File: config.mk
export PLATFORM = sky130hd
export DESIGN_NAME = sbox_share_feeder
export DESIGN_NICKNAME = d
export VERILOG_FILES = /design/src/rtl/sbox_share_feeder.sv
export SDC_FILE = /design/constraint.sdc
export NUM_CORES = 1
export LEC_CHECK = 0
export BUFFER_PORTS_ARGS = -buffer_cell sky130_fd_sc_hd__buf_2
export CAP_MARGIN = 20
export CORE_UTILIZATION = 55
export DETAILED_ROUTE_END_ITERATION = 7
export HOLD_SLACK_MARGIN = 0.12
export PLACE_DENSITY = 0.85
export REMOVE_ABC_BUFFERS = 1
export SYNTH_ARGS = -nofsm -noshare
export SYNTH_HDL_FRONTEND = slang
export SYNTH_SLANG_ARGS = --single-unit
export TNS_END_PERCENT = 20
File: constraint.sdc
create_clock -name clk -period 8.1 [get_ports clk]
set_clock_uncertainty 0.1 [all_clocks]
set_input_delay 0.405 -clock clk [delete_from_list [all_inputs] [get_ports clk]]
set_output_delay 0.405 -clock clk [all_outputs]
set_load 0.05 [all_outputs]
File: src/rtl/sbox_share_feeder.sv
// Feeds 2-share nibble pairs plus fresh randomness into the masked Skinny S-box
// step stage, tracks items through its fixed latency and buffers the results.
module sbox_share_feeder #(
  parameter int LATENCY   = 1,
  parameter int PIPELINE  = 1,
  parameter int IN_DEPTH  = 4,
  parameter int OUT_DEPTH = 2
) (
  input  logic        clk,
  input  logic        rst_n,
  input  logic        in_valid,
  output logic        in_ready,
  input  logic [3:0]  in0,
  input  logic [3:0]  in1,
  input  logic        r_valid,
  input  logic [63:0] r_in,
  output logic        r_ready,
  output logic [3:0]  st_in0,
  output logic [3:0]  st_in1,
  output logic [63:0] st_r,
  input  logic [3:0]  st_out0,
  input  logic [3:0]  st_out1,
  output logic        out_valid,
  input  logic        out_ready,
  output logic [3:0]  out0,
  output logic [3:0]  out1
);

  localparam int IPW = $clog2(IN_DEPTH);
  localparam int OPW = (OUT_DEPTH > 1) ? $clog2(OUT_DEPTH) : 1;
  localparam int CW  = $clog2(OUT_DEPTH + 1);
  localparam logic [IPW:0]   IN_FULL  = (IPW + 1)'(IN_DEPTH);
  localparam logic [CW:0]    OD_CRED  = (CW + 1)'(OUT_DEPTH);
  localparam logic [OPW-1:0] OUT_LAST = OPW'(OUT_DEPTH - 1);

  logic [3:0]         fifo0_q [IN_DEPTH];
  logic [3:0]         fifo1_q [IN_DEPTH];
  logic [IPW-1:0]     fwr_q, frd_q;
  logic [IPW:0]       fcnt_q, fcnt_d;
  logic [3:0]         st0_q, st1_q;
  logic [63:0]        str_q;
  logic [LATENCY-1:0] vsr_q, vsr_d;
  logic [CW-1:0]      infl_q, infl_d;
  logic [CW-1:0]      ocnt_q, ocnt_d;
  logic [3:0]         ob0_q [OUT_DEPTH];
  logic [3:0]         ob1_q [OUT_DEPTH];
  logic [OPW-1:0]     owr_q, ord_q;
  logic               push, issue, cap, pop, credit_ok;

  function automatic logic [OPW-1:0] onext(input logic [OPW-1:0] p);
    return (p == OUT_LAST) ? '0 : p + 1'b1;
  endfunction

  always_comb begin
    credit_ok = ({1'b0, infl_q} + {1'b0, ocnt_q}) < OD_CRED;
    issue     = (fcnt_q != '0) && r_valid && credit_ok &&
                ((PIPELINE != 0) || (infl_q == '0));
    // A same-cycle issue frees the head slot, so a full FIFO still accepts.
    in_ready  = (fcnt_q != IN_FULL) || issue;
    push      = in_valid && in_ready;
    cap       = vsr_q[LATENCY-1];
    out_valid = (ocnt_q != '0);
    pop       = out_valid && out_ready;
    r_ready   = issue;
    vsr_d     = (vsr_q << 1) | LATENCY'(issue);

    fcnt_d = fcnt_q;
    if (push && !issue)      fcnt_d = fcnt_q + 1'b1;
    else if (!push && issue) fcnt_d = fcnt_q - 1'b1;

    infl_d = infl_q;
    if (issue && !cap)      infl_d = infl_q + 1'b1;
    else if (!issue && cap) infl_d = infl_q - 1'b1;

    ocnt_d = ocnt_q;
    if (cap && !pop)      ocnt_d = ocnt_q + 1'b1;
    else if (!cap && pop) ocnt_d = ocnt_q - 1'b1;
  end

  always_ff @(posedge clk) begin
    if (push) begin
      fifo0_q[fwr_q] <= in0;
      fifo1_q[fwr_q] <= in1;
    end
  end

  always_ff @(posedge clk) begin
    if (!rst_n) begin
      fwr_q  <= '0;
      frd_q  <= '0;
      fcnt_q <= '0;
      st0_q  <= '0;
      st1_q  <= '0;
      str_q  <= '0;
      vsr_q  <= '0;
      infl_q <= '0;
      ocnt_q <= '0;
      owr_q  <= '0;
      ord_q  <= '0;
      for (int unsigned i = 0; i < OUT_DEPTH; i++) begin
        ob0_q[i] <= '0;
        ob1_q[i] <= '0;
      end
    end else begin
      if (push) fwr_q <= fwr_q + 1'b1;
      // Step-stage inputs only move on issue so the shares never see foreign data.
      if (issue) begin
        st0_q <= fifo0_q[frd_q];
        st1_q <= fifo1_q[frd_q];
        str_q <= r_in;
        frd_q <= frd_q + 1'b1;
      end
      if (cap) begin
        ob0_q[owr_q] <= st_out0;
        ob1_q[owr_q] <= st_out1;
        owr_q        <= onext(owr_q);
      end
      if (pop) ord_q <= onext(ord_q);
      fcnt_q <= fcnt_d;
      vsr_q  <= vsr_d;
      infl_q <= infl_d;
      ocnt_q <= ocnt_d;
    end
  end

  assign st_in0 = st0_q;
  assign st_in1 = st1_q;
  assign st_r   = str_q;
  assign out0   = ob0_q[ord_q];
  assign out1   = ob1_q[ord_q];

endmodule

==> metrics.md <==
| Metric | Value |
|---|---|
| Post-Syn Area per Cell | 10.8 um^2 |
| Die Width | 100 um |
| Register Area | 3180 um^2 |
| Cell variety after synth | 34 |
| Setup crit end kind | flip-flop |
| Share of cells above drive strength 1 | 31.3% |
| DR iter-0 viols | 291 |
| Crit path max-delay family | adder cells |
| Dpl cell area | 6190 um^2 |
| Hold buffers post-CTS | 80 |
| Max-slew violations | 0 |
| Routed Antenna Nets | 0 |
| Final HPWL DP | 7.89 mm |
| Post-Route WL | 15.1 mm |
| Vias | 4861 |
| Row count | 35 |
| Critical Path, Cell by Cell | and2_1 -> fa_1 -> or3b_2 -> buf_4 -> a31oi_4 -> ha_1 -> inv_1 -> fa_1 -> xor2_1 -> or3_1 -> a21oi_1 |
| Avg WL per Cell | 17.5 um |
| Pwr dens | 393 nW/um^2 |
| Number of global-route vias before repair | 4764 |
| Die Ht | 100 um |
| Top cell by count, worst path | fa_1 |
| Postcts setup bufs | 0 |
| Remaining Overflow, GRT | 0 |
| Cts repair resizes | 0 |
| Predominant post-synthesis flop cell | dfxtp_1 |
| Vias per cell | 5.63 |
| Synth async-reset ratio | 0% |
| Slew HR | 45.1% |
| I/O pin count | 168 |
| Slew @ Worst Pin | 0.824 ns |
| Core ar. | 9330 um^2 |
| Starting density of the core | 57.1% |
| RD Place Congestion | 0.741 |
| Root buffer cell | clkbuf_8 |
| Crit share post-route | 46.0% |
| Max Freq | 268 MHz |
| Status | completed |
| Hold crit path type | in2reg |
| Synthesized flop and latch total | 135 |
| Startpoint Class | flip-flop |
| Post-Route Setup TNS | 0 ns |
| Multi-input logic area | 1950 um^2 |
| Fill count | 536 |
| Required @ worst endpoint | 8.42 ns |
| Post-synth EDFFs | 48 |
| Post-Synthesis Cells | 492 |
| Antenna violations before repair | 0 |
| H-tree depth | 4 |
| Sequential area share after synthesis | 59.7% |
| Clock tree sinks | 135 |
| Final instance area | 7590 um^2 |
| First-pass GRT wire length | 23.2 mm |
| Aggregate global-route resource usage | 30.0% |
| CP Buf/Inv Count | 2 |
| DRC Markers | 0 |
| Final Hold Vio Count | 0 |
| Antenna diodes | 0 |
| Largest stage delay, worst path | 0.48 ns |
| Final Critical Period | 3.73 ns |
| Slowest cell on the critical path | or3b_2 |
| Max-cap violations | 0 |
| Setup violations, final | 0 |
| Largest net degree at the start of global routing | 77 |
| Clock buffer depth | 2 |
| Yosys warns | 0 |
| Clock-pin transition on the worst setup and hold timing paths | 0.06 ns |
| Netlist Area Pre-Place | 5330 um^2 |
| RSZ-0062 raised after global routing | false |
| P_leak | 0.00316 uW |
| Nets | 815 |
| Area delta synth->final | 42.4% |
| Clock latency on the worst-skew pair | 0.50 ns |
| CTS tree | built |
| Maximum vdd ir drop | 333 uV |
| CP arrival | 4.05 ns |
| Port Buf Inserts | 167 |
| Die area | 10100 um^2 |
| Crit-path max FO | 69 |
| Initial DRT Pass Iterations | 7 |
| Num CTS Buffers | 17 |
| Setup CP Type | reg2reg |
## per-stage QoR
step	cells	utilization [%]	hold slack, ns	worst slack (ns)	total power, uW
after floorplan	449	-	0.368	1.74	1830
after global placement	749	66.3	0.347	4.61	2110
after detailed placement	749	66.3	0.356	4.45	2170
after CTS	861	81.1	0.199	4.41	2940
after global routing	863	81.3	0.216	4.25	3110
final	863	81.3	0.223	4.37	2980
## synth_stat cells (2+ instances only)
cell type / number / area, um^2
xor2_1: 7 / 61.3
mux2_2: 8 / 90.1
mux2i_1: 4 / 40.0
nand3_1: 66 / 330
o2bb2ai_1: 8 / 70.1
mux4_2: 8 / 180
buf_2: 9 / 45.0
and2_1: 21 / 131
dfxtp_1: 87 / 1740
o21ai_1: 3 / 15.0
buf_1: 4 / 15.0
ha_1: 7 / 87.6
inv_1: 6 / 22.5
nand2_1: 14 / 52.6
o21ai_0: 67 / 335
fa_1: 2 / 40.0
edfxtp_1: 48 / 1440
nand2b_1: 2 / 12.5
clkbuf_1: 28 / 105
nor2_1: 8 / 30.0
or3_1: 5 / 31.3
a21oi_1: 68 / 340
## worst paths after layout
path,start,endpoint,slack [ns],cells after the start
setup / recovery,ocnt_q[0],fcnt_q[2],4.37,11
hold / removal,in_valid,fwr_q[1],0.22,4
setup reg to reg,ocnt_q[0],fcnt_q[2],4.37,11
hold reg to reg,st_in0[2],st_in0[2],0.36,2
## area by class of cell
cell class                 count  share of cell area [%]
clock inverter                13                    1.86
multi-input combinational    307                    25.7
sequential                   135                    42.0
tap                          129                    2.13
inverter                       7                   0.346
timing repair buffer         253                    22.3
clock buffer                  19                    5.71
## placed cells by master, fill, tap and decap left out, drive strengths merged, types with 3 or more instances in the layout
master / Yosys / final
a21oi: 68 / 68
and2: 21 / 21
buf: 14 / 173
clkbuf: 29 / 19
clkinv: 0 / 3
dfxtp: 87 / 87
dlygate4sd3: 0 / 80
edfxtp: 48 / 48
ha: 7 / 7
inv: 7 / 13
mux2: 8 / 8
mux2i: 4 / 4
mux4: 8 / 8
nand2: 14 / 14
nand3: 66 / 66
nor2: 8 / 8
nor3: 3 / 3
o21ai: 70 / 70
o2bb2ai: 8 / 8
or3: 5 / 5
xor2: 7 / 7
## flip-flops by register name, indices dropped and copies added (netlist names), named ones only
signal and flops:
ob1_q 8, fifo1_q 16, owr_q 1, ord_q 1, st_in0 4, fifo0_q 16, st_r 64, infl_q 2
frd_q 2, fcnt_q 3, st_in1 4, ob0_q 8, cap 1, fwr_q 2, ocnt_q 2
## per-layer routing
| metal | part of all wire [%] | vias up | GRT usage, % |
|---|---|---|---|
| li1 | - | 2237 | - |
| met1 | 36 | 2306 | 33.1 |
| met4 | 4.3 | 0 | 16.3 |
| met2 | 53 | 247 | 53.4 |
| met3 | 5.8 | 71 | 6.89 |
| met5 | 0 | - | 0 |
## logic make-up (layout without fill, tap and decap cells)
family | after synthesis | after routing | share of synthesized area, %
compound gates | 147 | 147 | 14.7
flops | 135 | 135 | 59.7
simple gates | 123 | 123 | 12.2
buf+inv | 50 | 292 | 3.90
mux | 20 | 20 | 5.82
fa+ha+maj | 9 | 9 | 2.39
xor+xnor | 8 | 8 | 1.31
## report_power, final
group          internal, uW  switching [uW]  total [uW]
Sequential              850            99.0         949
Combinational           348             941        1290
Clock                   451             292         743
Total                  1650            1330        2980
## tightest hold or removal path, cell delays in order
cell     delay (ns)
buf_2          0.09
inv_1          0.09
a31oi_4        0.07
mux2i_1        0.12
No activity file was read; power rests on OpenSTA's default activity.
